[src/rtl/multicycle_controller_pkg.sv]
// Shared constants for the multi-cycle RV32I controller: opcodes, function
// fields, ALU/immediate/mux encodings, control bundle and state enumeration.
package multicycle_controller_pkg;

  // Opcodes of the supported instruction subset
  localparam logic [6:0] OP_LOAD  = 7'b0000011;
  localparam logic [6:0] OP_STORE = 7'b0100011;
  localparam logic [6:0] OP_RTYPE = 7'b0110011;
  localparam logic [6:0] OP_ITYPE = 7'b0010011;
  localparam logic [6:0] OP_BTYPE = 7'b1100011;
  localparam logic [6:0] OP_JAL   = 7'b1101111;
  localparam logic [6:0] OP_JALR  = 7'b1100111;
  localparam logic [6:0] OP_LUI   = 7'b0110111;

  // func3 values for the arithmetic group
  localparam logic [2:0] F3_ADD  = 3'b000;
  localparam logic [2:0] F3_SLL  = 3'b001;
  localparam logic [2:0] F3_SLT  = 3'b010;
  localparam logic [2:0] F3_SLTU = 3'b011;
  localparam logic [2:0] F3_XOR  = 3'b100;
  localparam logic [2:0] F3_SR   = 3'b101;
  localparam logic [2:0] F3_OR   = 3'b110;
  localparam logic [2:0] F3_AND  = 3'b111;

  // func7 values
  localparam logic [6:0] F7_BASE = 7'b0000000;
  localparam logic [6:0] F7_ALT  = 7'b0100000;

  // ALUControl codes
  localparam logic [2:0] ALU_ADD  = 3'b000;
  localparam logic [2:0] ALU_SUB  = 3'b001;
  localparam logic [2:0] ALU_AND  = 3'b010;
  localparam logic [2:0] ALU_OR   = 3'b011;
  localparam logic [2:0] ALU_XOR  = 3'b100;
  localparam logic [2:0] ALU_SLT  = 3'b101;
  localparam logic [2:0] ALU_SLTU = 3'b110;

  // ImmSrc codes
  localparam logic [2:0] IMM_I = 3'b000;
  localparam logic [2:0] IMM_S = 3'b001;
  localparam logic [2:0] IMM_B = 3'b010;
  localparam logic [2:0] IMM_J = 3'b011;
  localparam logic [2:0] IMM_U = 3'b100;

  // ResultSrc codes
  localparam logic [1:0] RES_ALUOUT    = 2'd0;
  localparam logic [1:0] RES_DATA      = 2'd1;
  localparam logic [1:0] RES_ALURESULT = 2'd2;
  localparam logic [1:0] RES_IMMEXT    = 2'd3;

  // ALUSrcA codes
  localparam logic [1:0] SRCA_PC    = 2'd0;
  localparam logic [1:0] SRCA_OLDPC = 2'd1;
  localparam logic [1:0] SRCA_RS1   = 2'd2;

  // ALUSrcB codes
  localparam logic [1:0] SRCB_RS2  = 2'd0;
  localparam logic [1:0] SRCB_IMM  = 2'd1;
  localparam logic [1:0] SRCB_FOUR = 2'd2;

  // Controller states; the encoding is visible on state_dbg
  typedef enum logic [3:0] {
    FETCH    = 4'd0,
    DECODE   = 4'd1,
    MEMADR   = 4'd2,
    MEMREAD  = 4'd3,
    MEMWB    = 4'd4,
    MEMWRITE = 4'd5,
    EXEC_R   = 4'd6,
    EXEC_I   = 4'd7,
    ALUWB    = 4'd8,
    BRANCH   = 4'd9,
    JAL      = 4'd10,
    JALR_ADR = 4'd11,
    JALR_PC  = 4'd12,
    LUI      = 4'd13
  } state_t;

  // Every datapath control in one bundle so it can be cleared in one go
  typedef struct packed {
    logic       pc_write;
    logic       adr_src;
    logic       mem_write;
    logic       ir_write;
    logic [1:0] result_src;
    logic [1:0] alu_src_a;
    logic [1:0] alu_src_b;
    logic [2:0] alu_control;
    logic [2:0] imm_src;
    logic       reg_write;
    logic       illegal;
  } ctrl_t;

  // True for every opcode the controller knows how to sequence
  function automatic logic op_supported(input logic [6:0] op);
    return (op == OP_LOAD) || (op == OP_STORE) || (op == OP_RTYPE) ||
           (op == OP_ITYPE) || (op == OP_BTYPE) || (op == OP_JAL) ||
           (op == OP_JALR) || (op == OP_LUI);
  endfunction

endpackage

[src/rtl/multicycle_controller_alu_decoder.sv]
// Combinational op/func3/func7 to ALUControl mapping shared by the R-type
// and I-type execute states. valid=0 marks shifts and unknown encodings.
module multicycle_controller_alu_decoder
  import multicycle_controller_pkg::*;
(
  input  logic [6:0] op,
  input  logic [2:0] func3,
  input  logic [6:0] func7,
  output logic [2:0] alu_control,
  output logic       valid
);

  logic [2:0] base_code;
  logic       base_ok;

  // func3 decode common to register and immediate forms; shifts are unsupported
  always_comb begin
    base_code = ALU_ADD;
    base_ok   = 1'b1;
    case (func3)
      F3_ADD:  base_code = ALU_ADD;
      F3_SLT:  base_code = ALU_SLT;
      F3_SLTU: base_code = ALU_SLTU;
      F3_XOR:  base_code = ALU_XOR;
      F3_OR:   base_code = ALU_OR;
      F3_AND:  base_code = ALU_AND;
      default: base_ok   = 1'b0;
    endcase
  end

  // R-type also needs func7 (sub is the only alternate encoding kept); an
  // invalid result still reports add so the ALU sees a harmless operation
  always_comb begin
    alu_control = ALU_ADD;
    valid       = 1'b0;
    if (op == OP_RTYPE) begin
      if ((func7 == F7_ALT) && (func3 == F3_ADD)) begin
        alu_control = ALU_SUB;
        valid       = 1'b1;
      end else if ((func7 == F7_BASE) && base_ok) begin
        alu_control = base_code;
        valid       = 1'b1;
      end
    end else if ((op == OP_ITYPE) && base_ok) begin
      alu_control = base_code;
      valid       = 1'b1;
    end
  end

endmodule

[src/rtl/multicycle_controller.sv]
// Moore FSM sequencing the multi-cycle RV32I datapath through fetch, decode,
// execute, memory and writeback, driving every enable and mux select.
module multicycle_controller
  import multicycle_controller_pkg::*;
#(
  parameter bit MEM_WAIT_EN = 1'b1
) (
  input  logic       clk,
  input  logic       rst,
  input  logic [6:0] op,
  input  logic [2:0] func3,
  input  logic [6:0] func7,
  input  logic       branch_cond,
  input  logic       mem_ready,
  output logic       PCWrite,
  output logic       AdrSrc,
  output logic       MemWrite,
  output logic       IRWrite,
  output logic [1:0] ResultSrc,
  output logic [1:0] ALUSrcA,
  output logic [1:0] ALUSrcB,
  output logic [2:0] ALUControl,
  output logic [2:0] ImmSrc,
  output logic       RegWrite,
  output logic       illegal,
  output logic [3:0] state_dbg
);

  state_t     state;
  state_t     state_next;
  ctrl_t      ctrl;
  ctrl_t      ctrl_out;
  logic       ready;
  logic [2:0] dec_alu_control;
  logic       dec_valid;

  // With waiting disabled every memory access completes in one cycle
  assign ready = MEM_WAIT_EN ? mem_ready : 1'b1;

  multicycle_controller_alu_decoder u_alu_decoder (
    .op          (op),
    .func3       (func3),
    .func7       (func7),
    .alu_control (dec_alu_control),
    .valid       (dec_valid)
  );

  // State register; reset abandons any instruction in flight
  always_ff @(posedge clk) begin
    if (rst) state <= FETCH;
    else     state <= state_next;
  end

  // Next-state selection
  always_comb begin
    state_next = state;
    case (state)
      FETCH:    if (ready) state_next = DECODE;
      DECODE: begin
        case (op)
          OP_LOAD, OP_STORE: state_next = MEMADR;
          OP_RTYPE:          state_next = EXEC_R;
          OP_ITYPE:          state_next = EXEC_I;
          OP_BTYPE:          state_next = BRANCH;
          OP_JAL:            state_next = JAL;
          OP_JALR:           state_next = JALR_ADR;
          OP_LUI:            state_next = LUI;
          default:           state_next = FETCH;
        endcase
      end
      MEMADR:   state_next = (op == OP_STORE) ? MEMWRITE : MEMREAD;
      MEMREAD:  if (ready) state_next = MEMWB;
      MEMWB:    state_next = FETCH;
      MEMWRITE: if (ready) state_next = FETCH;
      EXEC_R,
      EXEC_I:   state_next = dec_valid ? ALUWB : FETCH;
      ALUWB:    state_next = FETCH;
      BRANCH:   state_next = FETCH;
      JAL:      state_next = ALUWB;
      JALR_ADR: state_next = JALR_PC;
      JALR_PC:  state_next = ALUWB;
      LUI:      state_next = FETCH;
      default:  state_next = FETCH;
    endcase
  end

  // Control outputs per state; only fetch enables and the branch PC load
  // look at live inputs, everything else is fixed by state and IR fields
  always_comb begin
    ctrl = '0;
    case (state)
      FETCH: begin
        ctrl.adr_src     = 1'b0;
        ctrl.ir_write    = ready;
        ctrl.pc_write    = ready;
        ctrl.alu_src_a   = SRCA_PC;
        ctrl.alu_src_b   = SRCB_FOUR;
        ctrl.alu_control = ALU_ADD;
        ctrl.result_src  = RES_ALURESULT;
      end
      DECODE: begin
        ctrl.alu_src_a   = SRCA_OLDPC;
        ctrl.alu_src_b   = SRCB_IMM;
        ctrl.alu_control = ALU_ADD;
        ctrl.imm_src     = IMM_B;
        ctrl.illegal     = ~op_supported(op);
      end
      MEMADR: begin
        ctrl.alu_src_a   = SRCA_RS1;
        ctrl.alu_src_b   = SRCB_IMM;
        ctrl.alu_control = ALU_ADD;
        ctrl.imm_src     = (op == OP_STORE) ? IMM_S : IMM_I;
      end
      MEMREAD: begin
        ctrl.adr_src = 1'b1;
      end
      MEMWB: begin
        ctrl.result_src = RES_DATA;
        ctrl.reg_write  = 1'b1;
      end
      MEMWRITE: begin
        ctrl.adr_src   = 1'b1;
        ctrl.mem_write = 1'b1;
      end
      EXEC_R: begin
        ctrl.alu_src_a   = SRCA_RS1;
        ctrl.alu_src_b   = SRCB_RS2;
        ctrl.alu_control = dec_alu_control;
        ctrl.illegal     = ~dec_valid;
      end
      EXEC_I: begin
        ctrl.alu_src_a   = SRCA_RS1;
        ctrl.alu_src_b   = SRCB_IMM;
        ctrl.imm_src     = IMM_I;
        ctrl.alu_control = dec_alu_control;
        ctrl.illegal     = ~dec_valid;
      end
      ALUWB: begin
        ctrl.result_src = RES_ALUOUT;
        ctrl.reg_write  = 1'b1;
      end
      BRANCH: begin
        ctrl.alu_src_a   = SRCA_RS1;
        ctrl.alu_src_b   = SRCB_RS2;
        ctrl.alu_control = ALU_SUB;
        ctrl.result_src  = RES_ALUOUT;
        ctrl.pc_write    = branch_cond;
      end
      JAL, JALR_PC: begin
        ctrl.result_src  = RES_ALUOUT;
        ctrl.pc_write    = 1'b1;
        ctrl.alu_src_a   = SRCA_OLDPC;
        ctrl.alu_src_b   = SRCB_FOUR;
        ctrl.alu_control = ALU_ADD;
      end
      JALR_ADR: begin
        ctrl.alu_src_a   = SRCA_RS1;
        ctrl.alu_src_b   = SRCB_IMM;
        ctrl.imm_src     = IMM_I;
        ctrl.alu_control = ALU_ADD;
      end
      LUI: begin
        ctrl.result_src = RES_IMMEXT;
        ctrl.imm_src    = IMM_U;
        ctrl.reg_write  = 1'b1;
      end
      default: ctrl = '0;
    endcase
  end

  // Reset silences every output so nothing is written during the reset cycle
  assign ctrl_out   = rst ? '0 : ctrl;
  assign PCWrite    = ctrl_out.pc_write;
  assign AdrSrc     = ctrl_out.adr_src;
  assign MemWrite   = ctrl_out.mem_write;
  assign IRWrite    = ctrl_out.ir_write;
  assign ResultSrc  = ctrl_out.result_src;
  assign ALUSrcA    = ctrl_out.alu_src_a;
  assign ALUSrcB    = ctrl_out.alu_src_b;
  assign ALUControl = ctrl_out.alu_control;
  assign ImmSrc     = ctrl_out.imm_src;
  assign RegWrite   = ctrl_out.reg_write;
  assign illegal    = ctrl_out.illegal;
  assign state_dbg  = rst ? 4'd0 : 4'(state);

endmodule
[config.mk]
export PLATFORM = sky130hd
export DESIGN_NAME = multicycle_controller
export DESIGN_NICKNAME = d
export VERILOG_FILES = /design/src/rtl/multicycle_controller_pkg.sv /design/src/rtl/multicycle_controller_alu_decoder.sv /design/src/rtl/multicycle_controller.sv
export SDC_FILE = /design/constraint.sdc
export NUM_CORES = 1
export LEC_CHECK = 0
export BUFFER_PORTS_ARGS = -buffer_cell sky130_fd_sc_hd__buf_4
export CAP_MARGIN = 40
export CELL_PAD_IN_SITES_DETAIL_PLACEMENT = 0
export CELL_PAD_IN_SITES_GLOBAL_PLACEMENT = 1
export CORE_MARGIN = 2
export CORE_UTILIZATION = 32
export DETAILED_ROUTE_END_ITERATION = 8
export PLACE_DENSITY = 0.89
export SLEW_MARGIN = 20
export SYNTH_ARGS = -nofsm -noshare
export SYNTH_HDL_FRONTEND = slang
export SYNTH_SLANG_ARGS = --single-unit
[constraint.sdc]
create_clock -name clk -period 6.7 [get_ports clk]
set_input_delay 2.01 -clock clk [delete_from_list [all_inputs] [get_ports clk]]
set_output_delay 2.01 -clock clk [all_outputs]
set_load 0.03 [all_outputs]
Word level (Yosys, flattened, before mapping)
Cells that the tools add are included.
Widths: inputs -> output; s select.
Word-level totals
  word-level logic and storage cells: 83
  register bits: 4
Operators by class
  bitwise logic cells: 2
  reduce and logical (&&, ||, !) cells: 21
  eq/ne operators: 30
  muxes and demuxes: 29
Operators with widths (number)
  $pmux 7 s7: 1
  $pmux 4 s8: 1
  $eq 7x6->1 const B: 4
  $pmux 4 s7: 1
  $eq 4x4->1 const B: 6
  $eq 7x7->1 const B: 3
  $mux 4: 5
  $mux 18: 1
  $eq 4x3->1 const B: 4
  $mux 3: 5
  $pmux 3 s5: 1
  $mux 1: 10
  $reduce_or 2->1: 5
  $eq 3x3->1 const B: 3
  $pmux 3 s3: 1
  $eq 4x2->1 const B: 2
  $eq 7x2->1 const B: 1
  $eq 7x5->1 const B: 1
  $logic_not 7->1: 1
  $logic_or 1x1->1: 7
  $eq 3x2->1 const B: 2
  $ne 2x2->1 const B: 3
  $pmux 2 s3: 1
  $reduce_or 6->1: 1
  9 further kinds: 12

Depth between registers and ports, before layout
Gate-level depths: netlist (run 1).
  word-level depth: 11
  depth in mapped cells: 6

By module
A second synthesis (run 1) with hierarchy kept.
Unflattened totals
  cell total of the unflattened synthesis: 139
  area, all modules: 917.1 um^2
Modules (own cells, without submodules)
  multicycle_controller: times used 1, cells an instance 116, area each 759.5 um^2
  multicycle_controller_alu_decoder: times used 1, cells an instance 23, area each 157.7 um^2

Worst setup path after synthesis (run 1)
Ideal clock, no wire load.
  path type: input-to-output
  from: in rst
  to: out ResultSrc[0]
  data arrival time: 3723 ps
  data required time: 4690 ps
  path slack: 967 ps
  path buffers: 1
  stages on the path: 2
  cell sequence: clkbuf_1 > a2111oi_0
Between the ends
  word-level cells in the longest chain between the ends: 1
RTL lines
  start, declared: line multicycle_controller.sv:9  | input logic rst,
  $mux 18: line multicycle_controller.sv:172  | assign ctrl_out = rst ? '0 : ctrl;
  end, declared: line multicycle_controller.sv:19  | output logic [1:0] ResultSrc,
No other way between the ends.

Final worst setup path (run 1)
  from: in func7[3]
  to: out ALUControl[0]
Between the ends
  word-level cells in the longest chain between the ends: 7
  elaborated cells on any way between the ends: 9
  those cells by class: eq/ne: 1; mux: 5; reduce/logical: 3
RTL lines
  start, declared: line multicycle_controller.sv:12  | input logic [6:0] func7,
  $logic_not 7->1: line multicycle_controller_alu_decoder.sv:40  | end else if ((func7 == F7_BASE) && base_ok) begin
  $logic_and 1x1->1: line multicycle_controller_alu_decoder.sv:40
  $mux 3: line multicycle_controller_alu_decoder.sv:40
  $mux 3 (*): line multicycle_controller_alu_decoder.sv:37  | if ((func7 == F7_ALT) && (func3 == F3_ADD)) begin
  $mux 3 (*): line multicycle_controller_alu_decoder.sv:36  | if (op == OP_RTYPE) begin
  $pmux 7 s7 (*): line multicycle_controller.sv:91  | case (state)
  $mux 18 (*): line multicycle_controller.sv:172
  end, declared: line multicycle_controller.sv:22  | output logic [2:0] ALUControl,
Every way passes the cells marked *; elsewhere a longest branch is shown, timed or not.

==> metrics.csv, run 1 <==
metric,value,unit
syn-mean-instance-area,6.38,sq um
r2r_start,state[0]$_SDFFE_PP0P_,
fin_ws,1100,ps
worstPathArrival,3590,ps
p_per_area,88.5,mW/mm^2
cts-root-buf,clkbuf_4,
numPortBuffers,42,
overflow,0,
fin_nets,195,
num_rows,18,
post-route-util,0.476,
synth.yosys.seq_area_share,0.0916,
vias_per_cell,5.46,
cts_tree,done,
ant_nets,0,
synth_top_flop_cell,dfxtp_1,
synthesis.nets,158,
pin_count,43,
wl,2590,um
rr_worst_depth,5,
rsz0062_at_grt,no,
dp.cells,199,
die_width,56.3,um
dpl.hpwl,1970,um
synthCells,137,
async_flop_share,0,
ctsHoldBuffers,0,
fin_skew,0.356,ps
vias,1103,
rrSetupSlack,4850,ps
crit_type,in2out,
core-area,0.00254,sq mm
grt_usage,0.159,
die_h,56.3,um
fin_crit,5600,ps
max_freq,179,MHz
worstMarginPinSlew,757,ps
first_global_vias,951,
worstReg2RegEnd,state[3]$_SDFFE_PP0P_,
yosys.area_share.simple,0.495,
synth.distinct_cells,49,
maxSlewViolCount,0,
clkTransAtPathRegs,40,ps
syn_to_final_growth,38.6,%
worstSkewPairLatency,240,ps
max-vdd-ir-drop,80.7,uV
antenna_cells,0,
yosys.area_share.adder,0,
setup_viol,0,
wl_per_cell,12.8,um
hold_class,reg2reg,
cellLeakagePower,0.000543,uW
yosys-mux-area-fraction,0.0229,
critPathLaunch,func7[3],
cp.required,4690,ps
ys_warn_count,0,
cap_violations,0,
grt_pass1_wl,4240,um
start_kind,input pin,
largestRegisters,state x4,
setup_tns,0,ps
finalHoldViolCount,0,
largest_register,state,
largest_register_ffs,4,
whs,802,ps
synth_compound_area_frac,0.278,
drive_gt1_frac,0.320,
ys_ff_latch,4,
cp_max_fo,3,
synth_edf_count,0,
yosys.area_share.xor_xnor,0.0401,
place_ws,1080,ps
dieArea,0.00317,sq mm
cts.sinks,4,
crit_end,ALUControl[0],
max-clock-path-buffers,2,
postCtsResizedCells,0,
htree_levels,1,
antenna_found_initial,0,
start_util,0.344,
slew_headroom,0.495,
crit_path_end_kind,primary output,
synth_area,875,sq um
gp_congestion,0.861,
grt_max_degree,25,
drc,0,
cts_made_buffers,3,
initialDrtViolationCount,32,
status,completed,
final_cell_count_no_fill,202,
cts_setup_buffers,0,
min_period_over_period,0.836,
drtPass1Iterations,4,
synth_top_family_by_area,simple AND/OR/NAND/NOR gates,
n_fill_cell,264,
==> metal layers <==
layer | track usage | vias up | routed length [um]
met5 | 0 | - | 0
met4 | 0.0204 | 0 | 0
met3 | 0.0276 | 0 | 129
met2 | 0.259 | 27 | 1310
met1 | 0.224 | 506 | 1150
li1 | - | 570 | -
==> critical path, cell delays in order <==
cell	delay, ps
buf_4	110
or4_4	530
nor4_4	250
or2_2	190
nand4_2	90
a211oi_2	220
buf_4	190
==> synthesized netlist by cell type (all sizes together) (3+ instances only) <==
cell    number  share of area
nor3         8          0.046
nand2b       4          0.029
o21ai        7          0.040
nor2b        5          0.036
nor2        15          0.067
dfxtp        4          0.092
inv          7          0.030
and2         3          0.023
nor4         4          0.046
and3         5          0.036
nand2       12          0.051
a21oi       12          0.069
clkbuf       9          0.039
nor3b        3          0.031
a31oi        4          0.029
==> kinds of logic (layout without fill, tap and decap cells) <==
family,after synthesis,in the layout
simple gates,73,73
compound gates,37,37
buf+inv,17,52
xor+xnor,4,4
flops,4,4
mux,2,2
==> how the worst min path moves through the flow <==
stage                          start                     to  cells after the start
4_1_cts        state[3]$_SDFFE_PP0P_  state[3]$_SDFFE_PP0P_                      2
3_3_place_gp   state[3]$_SDFFE_PP0P_  state[3]$_SDFFE_PP0P_                      2
2_1_floorplan  state[3]$_SDFFE_PP0P_  state[1]$_SDFFE_PP0P_                      2
6_report       state[3]$_SDFFE_PP0P_  state[3]$_SDFFE_PP0P_                      2
3_5_place_dp   state[3]$_SDFFE_PP0P_  state[3]$_SDFFE_PP0P_                      2
5_1_grt        state[3]$_SDFFE_PP0P_  state[3]$_SDFFE_PP0P_                      2
==> report_power, final <==
group	internal (uW)	switching (uW)	total [uW]
sequential	24.6	3.65	28.3
clock	20.0	9.98	30.0
combinational	21.7	27.4	49.1
==> per-stage QoR <==
| stage | power, uW | instance area (sq um) |
|---|---|---|
| 6_report | 107 | 1210 |
| 5_1_grt | 114 | 1210 |
| 4_1_cts | 108 | 1210 |
| 2_1_floorplan | 56.4 | 875 |
| 3_5_place_dp | 77.6 | 1190 |
| 3_3_place_gp | 77.0 | 1190 |
==> placed cells by master (no fill, tap or decap), drive strengths merged, types with 4 or more instances in the layout <==
| cell type | netlist | routed |
|---|---|---|
| a21oi | 12 | 12 |
| dfxtp | 4 | 4 |
| nor2 | 15 | 15 |
| nor2b | 5 | 5 |
| nand2b | 4 | 4 |
| buf | 1 | 42 |
| nand2 | 12 | 12 |
| a31oi | 4 | 4 |
| and3 | 5 | 5 |
| nor3 | 8 | 8 |
| o21ai | 7 | 7 |
| inv | 7 | 7 |
| nor4 | 4 | 4 |
==> final cells by class <==
cell class,count,area (sq um),share of cell area
Multi-Input combinational cell,116,731,0.603
Timing Repair Buffer,42,315,0.260
Sequential cell,4,80.1,0.0660
Tap cell,30,37.5,0.0310
Inverter,7,26.3,0.0217
Clock buffer,3,22.5,0.0186
No activity file was read; power rests on OpenSTA's default activity.
==> run 2, diff against run 1 <==
- CORE_UTILIZATION: 32 -> 27
- PLACE_DENSITY: 0.89 -> 0.8
- clock period: 6.7 -> 4.5 ns (I/O delays scaled with it)
==> run 2 against run 1 <==
Against the previous run:
- critical path depth is the same
- first-iteration DRC count fell by 28%
- sequential power grew 49%
- non-clock buffer count increased by 2
- register-to-register slack got worse by 2200 ps
- cell area grew 2.7%
- worst setup slack worse by 890 ps
- power is 49% higher
- critical endpoint unchanged
==> metrics.csv, run 2 (same netlist as run 1, synthesis figures left out) <==
metric,value,unit
min_period_over_period,0.953,
cts_tree,done,
die_h,60.9,um
slowest_stage,or4_4,
worstPathArrival,2940,ps
fin_skew,2.43,ps
finalHoldViolCount,0,
max_freq,233,MHz
max_stage_delay,530,ps
rsz0062_at_grt,no,
ant_nets,0,
start_util,0.284,
die_width,60.9,um
largestRegisters,state x4,
internal-power,99.7,uW
crit_type,in2out,
p_per_area,128,mW/mm^2
min_to,state[3]$_SDFFE_PP0P_,
initialDrtViolationCount,23,
cap_violations,0,
dieArea,0.00371,sq mm
antenna_cells,0,
status,completed,
crit_chain,buf_4 -> or4_4 -> nor4_4 -> or2_2 -> nand4_2 -> a211oi_2 -> buf_4,
cp.required,3150,ps
drive_gt1_frac,0.328,
layout_common_cells,"buf_4, nor2_1, a21oi_1, nand2_1, nor3_1",
worstSkewPairLatency,230,ps
whs_path_depth,2,
n_fill_cell,322,
slew_headroom,0.499,
cts_setup_buffers,0,
cts.sinks,4,
cp_max_fo,3,
rr_worst_depth,5,
holdCritStartpoint,state[3]$_SDFFE_PP0P_,
setup_tns,0,ps
combPwrFrac,0.468,
syn_to_final_growth,42.3,%
num_rows,20,
first_global_vias,975,
worstMarginPinSlew,750,ps
cpLargestDelayFamily,simple AND/OR/NAND/NOR gates,
start_kind,input pin,
pwr-share-seq,0.265,
core-area,0.00308,sq mm
drtPass1Iterations,7,
ctsHoldBuffers,0,
setup_viol,0,
grt_pass1_wl,4220,um
cellLeakagePower,0.000553,uW
worstReg2RegEnd,state[3]$_SDFFE_PP0P_,
switching_share,0.375,
cpMostUsedCell,buf_4,
clkTransAtPathRegs,40,ps
dpl.hpwl,2080,um
final_cell_count_no_fill,218,
layout_commonest_cell,buf_4,
largest_register_ffs,4,
max-clock-path-buffers,2,
grt_max_degree,25,
pwr-share-clk,0.267,
antenna_found_initial,0,
numPortBuffers,42,
largest_register,state,
fin_nets,197,
hold_class,reg2reg,
vias_per_cell,5.19,
wl,2690,um
postCtsResizedCells,0,
critPathBufInv,2,
dp.cells,215,
crit_path_end_kind,primary output,
grt_usage,0.147,
r2r_start,state[0]$_SDFFE_PP0P_,
maxSlewViolCount,0,
pin_count,43,
switchingPower,59.9,uW
cts_made_buffers,3,
htree_levels,1,
drc,0,
vias,1132,
wl_per_cell,12.3,um
cts-root-buf,clkbuf_4,
rrSetupSlack,2660,ps
gp_congestion,0.876,
overflow,0,
max-vdd-ir-drop,42.1,uV
fin_crit,4290,ps
==> run 2: changes by cell type in the layout (fill, tap and decap cells not counted), sizes merged <==
cell / delta
buf: +2
==> run 2: cell type report <==
cell class / instances / area (sq um) / share of cell area
sequential: 4 / 80.1 / 0.0643
inverter: 7 / 26.3 / 0.0211
tap: 44 / 55.1 / 0.0442
timing repair buffer: 44 / 330 / 0.265
clock buffer: 3 / 22.5 / 0.0181
multi-input combinational: 116 / 731 / 0.587
==> run 2: worst max-delay path by stage <==
| stage | start | to | depth (start not counted) |
|---|---|---|---|
| floorplan | rst | ResultSrc[0] | 2 |
| global placement | func7[3] | ALUControl[0] | 7 |
| detailed placement | func7[3] | ALUControl[0] | 7 |
| CTS | func7[3] | ALUControl[0] | 7 |
| global route | func7[3] | ALUControl[0] | 7 |
| finish | func7[3] | ALUControl[0] | 7 |
==> run 2: tightest hold or removal path, stage by stage, from the launching register on <==
cell	delay [ps]
dfxtp_1	520
nand2b_1	170
a31oi_1	60
==> run 2: metal layers <==
layer | vias up | global-route usage | part of all wire
met3 | 4 | 0.0277 | 0.048
met2 | 28 | 0.233 | 0.48
met5 | - | 0 | 0
met1 | 523 | 0.204 | 0.47
met4 | 0 | 0.0373 | 0.0078
li1 | 577 | - | -
==> run 2: power groups by stage <==
stage	logic [uW]	registers [uW]	clock network, uW
final	74.6	42.3	42.6
after global routing	81.5	42.7	46.8
after CTS	75.0	42.0	44.7
after detailed placement	74.8	42.5	0
after global placement	73.8	42.4	0
after floorplan	46.4	37.5	0
==> run 2: metrics by stage <==
step	hold slack (ps)	worst slack, ps	total power (uW)	util	area [sq um]
floorplan	603	87.3	84.0	-	875
global placement	773	223	116	0.397	1220
detailed placement	776	205	117	0.397	1220
CTS	781	197	162	0.404	1240
global route	856	85.7	171	0.404	1240
finish	799	213	160	0.404	1240
==> run 3, diff against run 2 <==
- CELL_PAD_IN_SITES_DETAIL_PLACEMENT: 0 -> 1
- CTS_CLUSTER_SIZE: not set -> 10
- RECOVER_POWER: not set -> 100
==> run 3 against run 2 <==
Against the previous run:
- clock power is 6.1% higher
- routed wire length increased by 17%
- core utilization down 2.4 points
- via count grew 2.5%
- largest cell class unchanged
- clock skew down 1.6 ps
- critical path type unchanged
- die area unchanged
- sequential share of layout area increased by 0.40 points
- worst setup slack worse by 61 ps
- sequential cell count did not move
- final cell count unchanged
- hold slack improved by 44 ps
==> metrics.csv, run 3 (same netlist as run 1, synthesis figures left out) <==
metric,value,unit
fin_skew,0.806,ps
vias,1160,
whs_path_depth,2,
max_freq,230,MHz
route.met2.wl,1560,um
max-vdd-ir-drop,48.6,uV
start_kind,input pin,
worstMarginPinSlew,809,ps
topRoutingLayerUsed,met4,
largestRegisters,state x4,
crit_chain,buf_4 -> or4_4 -> nor4_4 -> and2_0 -> a31oi_1 -> a211oi_2 -> clkbuf_2,
post-route-util,0.381,
core-area,0.00308,sq mm
p_per_area,135,mW/mm^2
met1_length,1450,um
drtPass1Iterations,4,
setup_viol,0,
die_width,60.9,um
initialDrtViolationCount,31,
wl_per_cell,14.4,um
slowest_stage,or4_4,
maxSlewViolCount,0,
num_rows,20,
wl,3150,um
fin_crit,4350,ps
cts.sinks,4,
cts_tree,done,
largest_register,state,
drive_gt1_frac,0.224,
rr_worst_depth,5,
syn_to_final_growth,34.0,%
ant_nets,0,
grt_pass1_wl,5450,um
max-clock-path-buffers,2,
crit_path_end_kind,primary output,
crit_type,in2out,
max_stage_delay,530,ps
finalHoldViolCount,0,
cp_max_fo,3,
antenna_found_initial,0,
setup_tns,0,ps
cts-root-buf,clkbuf_4,
cp.required,3150,ps
cts_made_buffers,3,
ctsHoldBuffers,0,
gp_congestion,0.876,
dr_wl_met3,106,um
dpl.hpwl,2480,um
cts_setup_buffers,0,
min_period_over_period,0.966,
vias_per_cell,5.32,
slew_headroom,0.460,
numPortBuffers,42,
antenna_cells,0,
whs,844,ps
critPathBufInv,2,
largest_register_ffs,4,
grt_usage,0.194,
pin_count,43,
postCtsResizedCells,0,
worstSkewPairLatency,240,ps
overflow,0,
layout_common_cells,"buf_4, clkbuf_1, nor2_1, a21oi_1, nand2_1",
die_h,60.9,um
worst-path-stages,7,
status,completed,
drc,0,
cap_violations,0,
clkTransAtPathRegs,40,ps
cpLargestDelayFamily,simple AND/OR/NAND/NOR gates,
fin_nets,197,
dieArea,0.00371,sq mm
htree_levels,1,
worstPathArrival,3000,ps
n_fill_cell,421,
rsz0062_at_grt,no,
hold_class,reg2reg,
cellLeakagePower,0.000477,uW
start_util,0.284,
grt_max_degree,25,
layout_commonest_cell,buf_4,
first_global_vias,1176,
-- run 3: layout make-up --
cell class                 instances  area [sq um]  area share
inverter                           7          26.3      0.0224
clock buffer                       3          22.5      0.0192
multi-input combinational        116           729       0.622
tap                               44          55.1      0.0470
sequential                         4          80.1      0.0683
timing repair buffer              44           259       0.221
-- run 3: through the flow --
stage	setup slack (ps)	cell area [sq um]	cells	power, uW
final	152	1170	218	159
after global routing	64.5	1170	218	172
after CTS	189	1240	218	165
after detailed placement	198	1220	215	119
after global placement	223	1220	215	116
after floorplan	87.3	875	137	84.0
-- run 3: layer usage --
| layer | global-route usage | vias up |
|---|---|---|
| li1 | - | 577 |
| met1 | 0.267 | 551 |
| met2 | 0.315 | 28 |
| met3 | 0.0256 | 4 |
| met4 | 0.0559 | 0 |
| met5 | 0 | - |
-- run 3: power breakdown --
group	total [uW]	internal, uW	switching [uW]
clock network	45.2	29.9	15.3
logic	71.5	28.9	42.5
registers	42.0	36.6	5.33
-- run 3: worst min-delay path: stages (launching register included) --
cell	delay [ps]
dfxtp_1	540
nand2b_1	180
a31oi_1	80
-- run 3: worst paths after layout --
path / slack [ps] / from / to
hold reg to reg: 840 / state[3]$_SDFFE_PP0P_ / state[3]$_SDFFE_PP0P_
setup / recovery: 150 / func7[3] / ALUControl[0]
hold / removal: 840 / state[3]$_SDFFE_PP0P_ / state[3]$_SDFFE_PP0P_
setup reg to reg: 2630 / state[0]$_SDFFE_PP0P_ / state[3]$_SDFFE_PP0P_
